`config.mk`:
```
export PLATFORM = sky130hd
export DESIGN_NAME = sdram_arbiter
export DESIGN_NICKNAME = d
export VERILOG_FILES = /design/src/rtl/sdram_pkg.sv /design/src/rtl/sdram_arb_wdog.sv /design/src/rtl/sdram_arbiter.sv
export SDC_FILE = /design/constraint.sdc
export NUM_CORES = 1
export LEC_CHECK = 0
export CELL_PAD_IN_SITES_DETAIL_PLACEMENT = 0
export CELL_PAD_IN_SITES_GLOBAL_PLACEMENT = 2
export CORE_ASPECT_RATIO = 1.25
export CORE_UTILIZATION = 16
export DETAILED_ROUTE_END_ITERATION = 16
export PLACE_DENSITY_LB_ADDON = 0.1
export REMOVE_ABC_BUFFERS = 1
export SETUP_SLACK_MARGIN = 0.02
export SKIP_LAST_GASP = 1
export SYNTH_ARGS = -nofsm -noshare
export SYNTH_HDL_FRONTEND = slang
export SYNTH_SLANG_ARGS = --single-unit
```
`constraint.sdc`:
```
create_clock -name sys_clk -period 2.3 [get_ports sys_clk]
set_input_delay 0.345 -clock sys_clk [delete_from_list [all_inputs] [get_ports sys_clk]]
set_output_delay 0.345 -clock sys_clk [all_outputs]
set_load 0.005 [all_outputs]
```
`src/rtl/sdram_pkg.sv`:
```
// sdram_pkg: shared definitions for the SDRAM command-bus arbiter.
//   - arbiter state encoding (also exported on the arb_state debug port)
//   - SDRAM command encodings {CS_n,RAS_n,CAS_n,WE_n}
//   - default pin widths
package sdram_pkg;

  localparam int ADDR_BITS = 12;
  localparam int BA_BITS   = 2;

  typedef enum logic [2:0] {
    S_INIT  = 3'd0,
    S_IDLE  = 3'd1,
    S_AREF  = 3'd2,
    S_WRITE = 3'd3,
    S_READ  = 3'd4
  } arb_state_e;

  // Which read/write source won the most recent grant.
  typedef enum logic {
    LAST_RD = 1'b0,
    LAST_WR = 1'b1
  } last_rw_e;

  localparam logic [3:0] CMD_NOP  = 4'b0111;
  localparam logic [3:0] CMD_PRE  = 4'b0010;
  localparam logic [3:0] CMD_AREF = 4'b0001;
  localparam logic [3:0] CMD_ACT  = 4'b0011;
  localparam logic [3:0] CMD_WR   = 4'b0100;
  localparam logic [3:0] CMD_RD   = 4'b0101;

  function automatic logic is_busy(arb_state_e s);
    return (s == S_AREF) || (s == S_WRITE) || (s == S_READ);
  endfunction

endpackage

```
`src/rtl/sdram_arb_wdog.sv`:
```
// sdram_arb_wdog: busy-time watchdog for the arbiter.
//   clk_i, rst_ni : clock, synchronous active-low reset
//   start_i       : a grant is being issued this cycle (clears the counter)
//   busy_i        : arbiter is in a busy state this cycle
//   done_i        : the granted source signalled completion this cycle
//   expire_o      : this is the MAX_BUSY-th busy cycle of the operation
//   err_o         : sticky, set when an operation expired without done
module sdram_arb_wdog #(
  parameter int MAX_BUSY = 64,
  parameter int WD_BITS  = 7
) (
  input  logic clk_i,
  input  logic rst_ni,
  input  logic start_i,
  input  logic busy_i,
  input  logic done_i,
  output logic expire_o,
  output logic err_o
);
  import sdram_pkg::*;

  // cnt_q is 0 in the first busy cycle, so cnt_q == MAX_BUSY-1 marks the
  // last cycle an operation may hold the bus.
  logic [WD_BITS-1:0] cnt_q;
  logic               err_q;

  assign expire_o = busy_i && (cnt_q == WD_BITS'(MAX_BUSY - 1));
  assign err_o    = err_q;

  always_ff @(posedge clk_i) begin
    if (!rst_ni) begin
      cnt_q <= '0;
      err_q <= 1'b0;
    end else begin
      if (start_i)
        cnt_q <= '0;
      else if (busy_i && !expire_o)
        cnt_q <= cnt_q + 1'b1;
      // A done landing on the expiry cycle is an ordinary completion.
      if (expire_o && !done_i)
        err_q <= 1'b1;
    end
  end

endmodule

```
`src/rtl/sdram_arbiter.sv`:
```
// sdram_arbiter: owns the SDRAM command bus. Holds it for the init sequencer
// until init_done, then grants it to auto-refresh (highest priority), write or
// read, alternating write/read when both are pending.
//   sys_clk, sys_rst_n          : clock, synchronous active-low reset
//   init_*                      : init sequencer command/address, init_done
//   aref_* / wr_* / rd_*        : requester req (level), done (pulse), cmd/ba/addr
//   aref_en / wr_en / rd_en     : registered 1-cycle grant pulses
//   sdram_cmd/ba/addr           : muxed pin outputs
//   arb_state                   : current state (debug)
//   wd_err                      : sticky watchdog error
module sdram_arbiter #(
  parameter int ADDR_BITS = sdram_pkg::ADDR_BITS,
  parameter int BA_BITS   = sdram_pkg::BA_BITS,
  parameter int MAX_BUSY  = 64,
  parameter int WD_BITS   = 7
) (
  input  logic                 sys_clk,
  input  logic                 sys_rst_n,
  input  logic                 init_done,
  input  logic [3:0]           init_cmd,
  input  logic [ADDR_BITS-1:0] init_addr,
  input  logic                 aref_req,
  input  logic                 aref_done,
  input  logic [3:0]           aref_cmd,
  input  logic [ADDR_BITS-1:0] aref_addr,
  input  logic                 wr_req,
  input  logic                 wr_done,
  input  logic [3:0]           wr_cmd,
  input  logic [BA_BITS-1:0]   wr_ba,
  input  logic [ADDR_BITS-1:0] wr_addr,
  input  logic                 rd_req,
  input  logic                 rd_done,
  input  logic [3:0]           rd_cmd,
  input  logic [BA_BITS-1:0]   rd_ba,
  input  logic [ADDR_BITS-1:0] rd_addr,
  output logic                 aref_en,
  output logic                 wr_en,
  output logic                 rd_en,
  output logic [3:0]           sdram_cmd,
  output logic [BA_BITS-1:0]   sdram_ba,
  output logic [ADDR_BITS-1:0] sdram_addr,
  output logic [2:0]           arb_state,
  output logic                 wd_err
);
  import sdram_pkg::*;

  arb_state_e state_q;
  arb_state_e grant_d;
  last_rw_e   last_rw_q;
  logic       aref_en_q, wr_en_q, rd_en_q;
  logic       done_sel;
  logic       wd_start, wd_expire;

  // Winner if the arbiter is idle this cycle; S_IDLE means nobody.
  // last_rw tracks every read/write grant, so when both are pending the one
  // that did not go most recently wins.
  always_comb begin
    grant_d = S_IDLE;
    if (aref_req)
      grant_d = S_AREF;
    else if (wr_req && (!rd_req || last_rw_q == LAST_RD))
      grant_d = S_WRITE;
    else if (rd_req)
      grant_d = S_READ;
  end

  // Only the granted source's done counts; the others are ignored.
  always_comb begin
    done_sel = 1'b0;
    case (state_q)
      S_AREF:  done_sel = aref_done;
      S_WRITE: done_sel = wr_done;
      S_READ:  done_sel = rd_done;
      default: done_sel = 1'b0;
    endcase
  end

  assign wd_start = (state_q == S_IDLE) && (grant_d != S_IDLE);

  sdram_arb_wdog #(
    .MAX_BUSY (MAX_BUSY),
    .WD_BITS  (WD_BITS)
  ) u_wdog (
    .clk_i    (sys_clk),
    .rst_ni   (sys_rst_n),
    .start_i  (wd_start),
    .busy_i   (is_busy(state_q)),
    .done_i   (done_sel),
    .expire_o (wd_expire),
    .err_o    (wd_err)
  );

  always_ff @(posedge sys_clk) begin
    if (!sys_rst_n) begin
      state_q   <= S_INIT;
      last_rw_q <= LAST_RD;
      aref_en_q <= 1'b0;
      wr_en_q   <= 1'b0;
      rd_en_q   <= 1'b0;
    end else begin
      aref_en_q <= 1'b0;
      wr_en_q   <= 1'b0;
      rd_en_q   <= 1'b0;
      case (state_q)
        S_INIT: if (init_done) state_q <= S_IDLE;
        S_IDLE: begin
          state_q   <= grant_d;
          aref_en_q <= (grant_d == S_AREF);
          wr_en_q   <= (grant_d == S_WRITE);
          rd_en_q   <= (grant_d == S_READ);
          if (grant_d == S_WRITE) last_rw_q <= LAST_WR;
          if (grant_d == S_READ)  last_rw_q <= LAST_RD;
        end
        S_AREF, S_WRITE, S_READ:
          if (done_sel || wd_expire) state_q <= S_IDLE;
        default: state_q <= S_INIT;
      endcase
    end
  end

  always_comb begin
    sdram_cmd  = CMD_NOP;
    sdram_ba   = '0;
    sdram_addr = '0;
    case (state_q)
      S_INIT: begin
        sdram_cmd  = init_cmd;
        sdram_addr = init_addr;
      end
      S_AREF: begin
        sdram_cmd  = aref_cmd;
        sdram_addr = aref_addr;
      end
      S_WRITE: begin
        sdram_cmd  = wr_cmd;
        sdram_ba   = wr_ba;
        sdram_addr = wr_addr;
      end
      S_READ: begin
        sdram_cmd  = rd_cmd;
        sdram_ba   = rd_ba;
        sdram_addr = rd_addr;
      end
      default: ;
    endcase
  end

  assign aref_en   = aref_en_q;
  assign wr_en     = wr_en_q;
  assign rd_en     = rd_en_q;
  assign arb_state = state_q;

endmodule

```
# Word level (Yosys, flattened, before mapping)

Index checks and enable logic that the tools add are counted.

Word-level logic and storage cells: 52
Bits of input ports: 77
Register bits: 15
Output and inout port bits: 25

Muxes and demuxes: 12
Add/subtract/negate cells: 1
Eq/ne operators: 11
Reduce and logical (&&, ||, !) cells: 19
Bitwise logic cells: 2

Operators with widths:

| kind                                                 | count |
|---|---|
| case mux 12 bit (4 select lines)                     | 1 |
| case mux 4 bit (4 select lines)                      | 1 |
| two-way mux 3 bit                                    | 5 |
| equality test 3 x 2 -> 1 bit (second input constant) | 4 |
| case mux 3 bit (3 select lines)                      | 1 |
| adder 7 x 1 -> 7 bit (second input constant)         | 1 |
| equality test 7 x 6 -> 1 bit (second input constant) | 1 |
| equality test 3 bit (second input constant)          | 2 |
| AND reduction 2 bit                                  | 3 |
| logical AND 1 bit                                    | 5 |
| logical OR 1 bit                                     | 4 |
| != test 2 bit (second input constant)                | 2 |
| case mux 2 bit (2 select lines)                      | 1 |
| equality test 3 x 1 -> 1 bit (second input constant) | 1 |
| logical NOT 1 bit                                    | 3 |
| logical NOT 3 bit                                    | 1 |
| != test 3 x 1 -> 1 bit (second input constant)       | 1 |
| case mux 1 bit (3 select lines)                      | 1 |
| OR reduction 3 bit                                   | 1 |
| two-way mux 1 bit                                    | 2 |
| inverter 1 bit                                       | 2 |
| nonzero test 2 bit                                   | 1 |
| OR reduction 2 bit                                   | 1 |

# Depth between registers and ports, before layout

Gate-level depths: netlist of the first run.

Depth after elaboration: 8
Gate-level depth with buffers: 6
Depth with buffers taken out: 5

# Cells and area by module

Synthesis of the first run repeated with hierarchy kept, for this count alone.

Cells, all modules: 146
Area total of the unflattened synthesis: 1347.5 sq um

Modules (own cells, without submodules):

| module         | area each (sq um) | sequential area each (sq um) | cells each | times used |
|---|---|---|---|---|
| sdram_arbiter  | 933.4             | 140.1                        | 103        | 1 |
| sdram_arb_wdog | 414.1             | 160.2                        | 43         | 1 |

# Least setup slack after synthesis of the first run

Ideal clock, no wire load.

Path type: flip-flop to output port
Start: reg state_q[1] (netlist: arb_state[1])
End: out sdram_addr[10]
Buffers on the path: 2
Path slack: 0.552 ns
Arrival time: 1.403 ns
Cell stages (with the launch flop): 6
Required time: 1.955 ns
Cell sequence: dfxtp_1 -> buf_2 -> and2_0 -> clkbuf_1 -> a21oi_1 -> o21ai_0

Word-level cells in the longest chain between the ends: 2
Elaborated cells between the ends (all ways): 5
Classes of those cells: eq/ne (3); mux (1); reduce/logical (1)

RTL lines:

| item                                              | line                 | RTL |
|---|---|---|
| from (decl)                                       | sdram_arbiter.sv:47  | `arb_state_e state_q;` |
| from (signal assigned)                            | sdram_arbiter.sv:107 | `state_q <= grant_d;` |
| equality test 3 bit, or another cell as far along | sdram_arbiter.sv:125 | `case (state_q)` |
| case mux 12 bit (4 select lines) (*)              | sdram_arbiter.sv:125 |  |
| to (decl)                                         | sdram_arbiter.sv:41  | `output logic [ADDR_BITS-1:0] sdram_addr,` |

Mark *: on every way between the ends. The rest lies on a longest branch, timed or not.

# Worst setup path after layout of the first run

Start: reg state_q[1] (netlist: arb_state[1])
End: out sdram_addr[6]

The elaborated chain is that of the path after synthesis.

==> run metrics, run 1 <==
outcome complete, no violations; Post-Syn Instances between 150 and 200; vias 1620; P_leak between 0.8 and 0.9 nW; main area contributors after synthesis dfxtp_1 24%, mux2i_1 14%, a21oi_1 8.9%; R2R cell count 6; vias in the first global route ~1600; sw frac 0.273; TritonCTS clock tree yes; htree depth 1; Syn Std Cell Area around 0.0012 mm^2; pwr/cell area 361 mW/mm^2; critical path endpoint category output port; Buffers on Ports about 100; Synth async-reset ratio 0; Cell variety after synth 35; Critical Path RT 1.96 ns; DRT antenna net count 0; Multi-input gate area 860 um^2; layout cell share with drive strength beyond 1 0.0676; TNS Setup 0 ns; GPL Wtd Cong 0.685; Synth area leader dfxtp_1; first-pass GRT wire length 8.12 mm; DR iter-0 viols 13; Combinational Power Share 0.446; Final Hold Vio Count 0; core area about 0.0074 mm^2; largest net degree at the start of global routing 28; worst-path fanout max 13; clk_skew roughly 0.010 ns; vias per inst 4.34; sequential share of power 0.314; max_cap viols 0; RSZ-0062 raised after global routing true; Remaining Overflow, GRT 0; Power Total 0.000885 W; R2R Setup Slk approximately 0.49 ns; CTS max path bufs 2; Clock Power Share 0.240; fin. max-slew vios 0; root buffer cell clkbuf_8; Clock transition at path regs roughly 0.070 ns; GRT Total Usage 0.128; clock latency at the later pin of the worst-skew pair 0.25 ns; FF+latch area 305 um^2; DR WL/cell around 14 um; Layout area overhead 99.1%; crit path launch type flop; Starting Density 0.167; I/O pins ~100; DRT Pass-1 Iters 4; Worst setup endpoint sdram_addr[6]; reg2reg start arb_state[1]; Slew HR 0.682; crit path time final 2.14 ns; ANT cells 0; antenna violations before repair 0; Seq cells post-synth 15; CTS Buf Count 3; Crit path arrival time about 1.8 ns; PostCTS Resize Cnt 3; # nets final 360; Die Wd 80.5 um; Yosys Warn Count 0; # setup viols final 0; Die Y ~100 um; sequential-to-total area share from yosys stat 0.244; most frequent cells after synthesis 25 x nor2_1, 22 x a21oi_1, 20 x o21ai_0, 19 x nand2_1, 17 x mux2i_1; P_int approximately 0.00064 W; full die area 0.00806 mm^2; CP Launch Point arb_state[1]; Sw Pwr 0.000242 W; clk sinks 15; fillers 795; worst vdd ir between 0.0002 and 0.0003 V; EDFF count, synth 0; Yosys top cell area share 0.244; post-synthesis area per instance roughly 7.0 um^2; Peak Freq around 0.47 GHz; Least-Margin Pin Slew 0.474 ns; final worst path period share 0.931; Worst Hold Class reg -> reg; cell with the most instances after synthesis nor2_1; remaining routing DRC violations 0; hold buffers post-CTS 0; prevailing post-synth register cell dfxtp_1; Post-CTS Setup Inserts 0; Row Count 35; post-DP HPWL about 4.2 mm; Total Wirelength 5.23 mm; worst reg2reg path endpoint u_wdog.cnt_q[4]; CP Class reg -> out
[critical path: stages (launching register included)]
cell and delay [ns]:
dfxtp_2 0.40, buf_8 0.19, mux2i_1 0.22, nor2_1 0.06, a21oi_1 0.11, o21ai_0 0.08
clkdlybuf4s50_1 0.50
[sequential cells by signal, indices dropped and copies added (netlist names)]
signal        cells
wr_en             1
u_wdog.err_o      1
rd_en             1
arb_state         3
aref_en           1
last_rw_q         1
u_wdog.cnt_q      7
[metrics by stage]
step	cell area, um^2	cells	utilization	setup WS (ns)	hold WS [ns]
final	2450	373	0.332	0.159	0.446
after global routing	2450	373	0.332	0.0135	0.476
after CTS	2440	373	0.330	0.0832	0.444
after detailed placement	2390	369	0.323	0.182	0.434
after global placement	2390	369	0.323	0.188	0.428
after floorplan	1180	165	-	0.0909	0.423
[layout make-up]
cell class,instances,area share
Sequential cell,15,0.124
Timing Repair Buffer,112,0.450
Clock buffer,3,0.0168
Clock inverter,1,0.00204
Multi-Input combinational cell,144,0.350
Tap cell,92,0.0469
Inverter,6,0.00918
[kinds of logic (layout without fill, tap and decap cells)]
family,count (synthesis),in the layout,share of synthesized area
buffers and inverters,17,122,0.0589
flip-flops,15,15,0.244
adder cells (fa/ha/maj),1,1,0.0102
AND/OR/NAND/NOR,66,66,0.254
AO/OA/AOI/OAI,59,59,0.288
multiplexers,17,17,0.138
XOR/XNOR,1,1,0.00711
[how the worst min path moves through the flow]
stage	slack, ns	depth (start not counted)	endpoint	start
2_1_floorplan	0.42	1	u_wdog.cnt_q[6]	u_wdog.cnt_q[6]
3_3_place_gp	0.43	1	u_wdog.cnt_q[6]	u_wdog.cnt_q[6]
3_5_place_dp	0.43	1	u_wdog.cnt_q[6]	u_wdog.cnt_q[6]
4_1_cts	0.44	1	u_wdog.cnt_q[6]	u_wdog.cnt_q[6]
5_1_grt	0.48	1	u_wdog.cnt_q[6]	u_wdog.cnt_q[6]
6_report	0.45	1	u_wdog.cnt_q[6]	u_wdog.cnt_q[6]
[power groups by stage]
| stage | clock network, W | registers [W] | logic [W] |
|---|---|---|---|
| final | 0.000213 | 0.000278 | 0.000395 |
| after global placement | 0 | 0.000282 | 0.000401 |
| after CTS | 0.000223 | 0.000278 | 0.000401 |
| after global routing | 0.000238 | 0.000279 | 0.000432 |
| after detailed placement | 0 | 0.000283 | 0.000398 |
| after floorplan | 0 | 0.000298 | 0.000114 |
[metal layers]
| layer | share of wire | wire length [um] | track usage |
|---|---|---|---|
| met1 | 0.44 | 2290 | 0.151 |
| met4 | 0.0046 | 24 | 0.0288 |
| met2 | 0.47 | 2440 | 0.241 |
| met3 | 0.091 | 476 | 0.0173 |
| met5 | 0 | 0 | 0 |
[layout by cell type, fill, tap and decap left out]
cell type	Yosys	layout
a21oi_1	22	22
buf_8	0	1
a22o_1	2	2
nor2b_1	2	2
o22a_1	4	4
a211oi_1	1	1
nand2_1	19	19
dfxtp_1	15	13
o21ai_1	1	1
o21a_1	1	1
o2111ai_1	1	1
ha_1	1	1
a22oi_1	1	1
dfxtp_4	0	1
nand4_1	1	1
a311oi_1	2	2
o311a_1	1	1
buf_4	1	9
nor3_1	7	7
o31ai_1	1	1
mux2i_1	17	17
clkdlybuf4s50_1	0	101
or3b_1	1	1
buf_6	0	1
xor2_1	1	1
and3b_1	2	2
nor3b_4	1	1
inv_1	6	6
nand3_1	2	2
dfxtp_2	0	1
and2_0	1	1
or4_1	1	1
clkbuf_8	0	3
nand2b_1	1	1
clkinv_2	0	1
a2111oi_0	1	1
o21ai_0	20	20
or3_1	3	3
o22ai_2	1	1
nor2_1	25	25
Power figures use the tool's default switching activity.
==> run 2: changes to the inputs <==
--- a/config.mk
+++ b/config.mk
@@ -5,6 +5,7 @@
 export SDC_FILE = /design/constraint.sdc
 export NUM_CORES = 1
 export LEC_CHECK = 0
+export ABC_AREA = 1
 export CELL_PAD_IN_SITES_DETAIL_PLACEMENT = 0
 export CELL_PAD_IN_SITES_GLOBAL_PLACEMENT = 2
 export CORE_ASPECT_RATIO = 1.25
==> run metrics, run 2 <==
clk sinks 15; full die area slightly above 0.008 mm^2; Peak Freq approximately 0.47 GHz; I/O pins 102; fillers 820; fin. max-slew vios 0; worst-path fanout max 16; worst reg2reg path endpoint arb_state[1]; EDFF count, synth 0; Min-Delay Startpoint u_wdog.cnt_q[6]; post-synthesis xor/xnor area fraction 0.0138; main area contributors after synthesis dfxtp_1 24%, nand2_1 21%, nand4_1 8.9%; main combinational cell family by area after synthesis simple AND/OR/NAND/NOR gates; crit path time final 2.13 ns; Critical Path RT roughly 2.0 ns; RSZ-0062 raised after global routing false; Post-Synth Simple-Gate Area 0.553; # nets final around 380; P_leak between 0.9 and 1 nW; vias in the first global route 1694; pre-CTS WS around 0.26 ns; Least-Margin Pin Slew just over 0.3 ns; DR top layer met4; CTS max path bufs 2; Worst Hold Depth 2; DR WL met3 around 460 um; # setup viols final 0; post-DP HPWL between 3 and 4 mm; R2R cell count 9; Worst Hold Class reg -> reg; Syn Std Cell Area 0.00127 mm^2; post-layout utilization of the core 0.326; crit path launch type flop; Post-CTS Setup Inserts 0; Synth async-reset ratio 0; prevailing post-synth register cell dfxtp_1; CP Class reg -> out; reg2reg start arb_state[1]; Post-Syn Instances approximately 200; Cell variety after synth 32; layout cell share with drive strength beyond 1 0.0960; vias about 1700; Crit path arrival time roughly 1.8 ns; vias per inst roughly 4.3; met2 WL post-DR between 2 and 3 mm; clock latency at the later pin of the worst-skew pair about 0.25 ns; Slew HR 0.796; Buffers on Ports 101; Remaining Overflow, GRT 0; GPL Wtd Cong ~0.73; hold buffers post-CTS 0; R2R Setup Slk about 0.76 ns; GRT Total Usage 0.123; Seq cells post-synth 15; remaining routing DRC violations 0; fin worst setup slack ~0.17 ns; Clock transition at path regs approximately 0.06 ns; root buffer cell clkbuf_8; Power Total approximately 0.0021 W; mux share of post-synthesis cell area 0; antenna violations before repair 0; cell with the most instances after synthesis nand2_1; clk_skew around 0.0026 ns; pwr/cell area about 860 mW/mm^2; DR WL/cell ~13 um; wl on met1 2.22 mm; CTS Buf Count 3; post-synthesis area per instance between 6 and 7 um^2; Final Instance Area approximately 0.0025 mm^2; Starting Density 0.168; Compound-Gate Fraction of Synth Area 0.0908; max_cap viols 0; Layout area overhead 93.8%; DRT Pass-1 Iters 4; most flop-heavy register u_wdog.cnt_q; Row Count 35; TritonCTS clock tree yes; critical path endpoint category output port; largest net degree at the start of global routing 25; htree depth 1; Total Wirelength approximately 5.2 mm; Synth area leader dfxtp_1; most frequent cells in the layout 101 x clkdlybuf4s50_1, 72 x nand2_1, 21 x nand3_1; Yosys Warn Count 0; outcome complete, no violations; first-pass GRT wire length 7.94 mm; worst vdd ir roughly 0.00035 V; most frequent cells after synthesis 72 x nand2_1, 22 x nand3_1, 18 x nand4_1, 15 x dfxtp_1, 13 x inv_1; final worst path period share 0.928; Yosys top cell area share 0.237; placed cell area approximately 0.0024 mm^2; core area approximately 0.0075 mm^2; sequential-to-total area share from yosys stat 0.237; Die Y roughly 100 um; Die Wd a little over 80 um; TNS Setup 0 ns; Hold Path Sink u_wdog.cnt_q[6]; max reg flops 7; commonest non-fill, non-tap cell in the layout clkdlybuf4s50_1; Synth Area in Adders 0.00987; DRT antenna net count 0; DR iter-0 viols 32; Final Hold Vio Count 0; ANT cells 0
[run 2: changes by cell type after synthesis, sizes merged, moves of 3 or more]
cell    previous run  this run
mux2i             17         0
o21ai             21         4
or3                3         0
clkbuf             6         0
buf                5         8
nor2              25        12
nand3              2        25
o22a               4         0
nand4              1        18
a21oi             22        11
inv                6        18
nor3               7         4
nand2             19        76
[run 2: power by group]
group	total (W)	switching (W)	internal, W
Clock	0.000215	0.0000926	0.000123
Sequential	0.000345	0.0000478	0.000297
Combinational	0.00156	0.000754	0.000803
Total	0.00212	0.000895	0.00122
[run 2: worst max path at each step]
stage	start	endpoint	slack, ns
after global routing	arb_state[0]	sdram_cmd[0]	0.05
after floorplan	arb_state[2]	sdram_cmd[0]	0.52
after global placement	arb_state[1]	sdram_cmd[0]	0.29
after CTS	arb_state[1]	sdram_addr[9]	0.03
after detailed placement	arb_state[1]	sdram_cmd[0]	0.26
final	arb_state[1]	sdram_cmd[0]	0.17
[run 2: worst max-delay path, cell delays in order (launching register included)]
cell and delay (ns):
dfxtp_2 0.37, nor2_2 0.14, buf_4 0.26, nand3_1 0.09
nand2_1 0.08, a21oi_1 0.04, nand3_1 0.06, clkdlybuf4s50_1 0.50
[run 2: routing by layer]
metal	GRT usage	up-vias
met5	0	-
met4	0.0283	0
met3	0.0162	4
met2	0.237	74
met1	0.139	737
li1	-	875
[run 2: cells by family after synthesis]
group | after synthesis
AND/OR/NAND/NOR | 138
flip-flops | 15
XOR/XNOR | 2
buffers and inverters | 26
adder cells (fa/ha/maj) | 1
AO/OA/AOI/OAI | 19
[run 2: final cells by class]
| type | count | area (um^2) | share of cell area |
|---|---|---|---|
| Tap cell | 92 | 115 | 0.0469 |
| Inverter | 18 | 77.6 | 0.0316 |
| Clock buffer | 4 | 45.0 | 0.0183 |
| Multi-Input combinational cell | 160 | 851 | 0.346 |
| Sequential cell | 15 | 302 | 0.123 |
| Timing Repair Buffer | 105 | 1070 | 0.434 |
[run 2: per-stage QoR]
step	std cells	hold slack (ns)
final	394	0.439
after global routing	394	0.493
after global placement	390	0.433
after CTS	394	0.444
after floorplan	193	0.418
after detailed placement	390	0.433
[run 2: what timing repair did]
action / CTS / global route
hold endpoints to repair: 0 / 0
setup endpoints to repair: 1 / 18
resized for setup: 1 / 4
==> run 3: changes to the inputs <==
--- a/config.mk
+++ b/config.mk
@@ -6,6 +6,7 @@
 export NUM_CORES = 1
 export LEC_CHECK = 0
 export ABC_AREA = 1
+export CAP_MARGIN = 20
 export CELL_PAD_IN_SITES_DETAIL_PLACEMENT = 0
 export CELL_PAD_IN_SITES_GLOBAL_PLACEMENT = 2
 export CORE_ASPECT_RATIO = 1.25
==> results of run 3 <==
Final layout, timing and power as in run 2 (identical DEF).
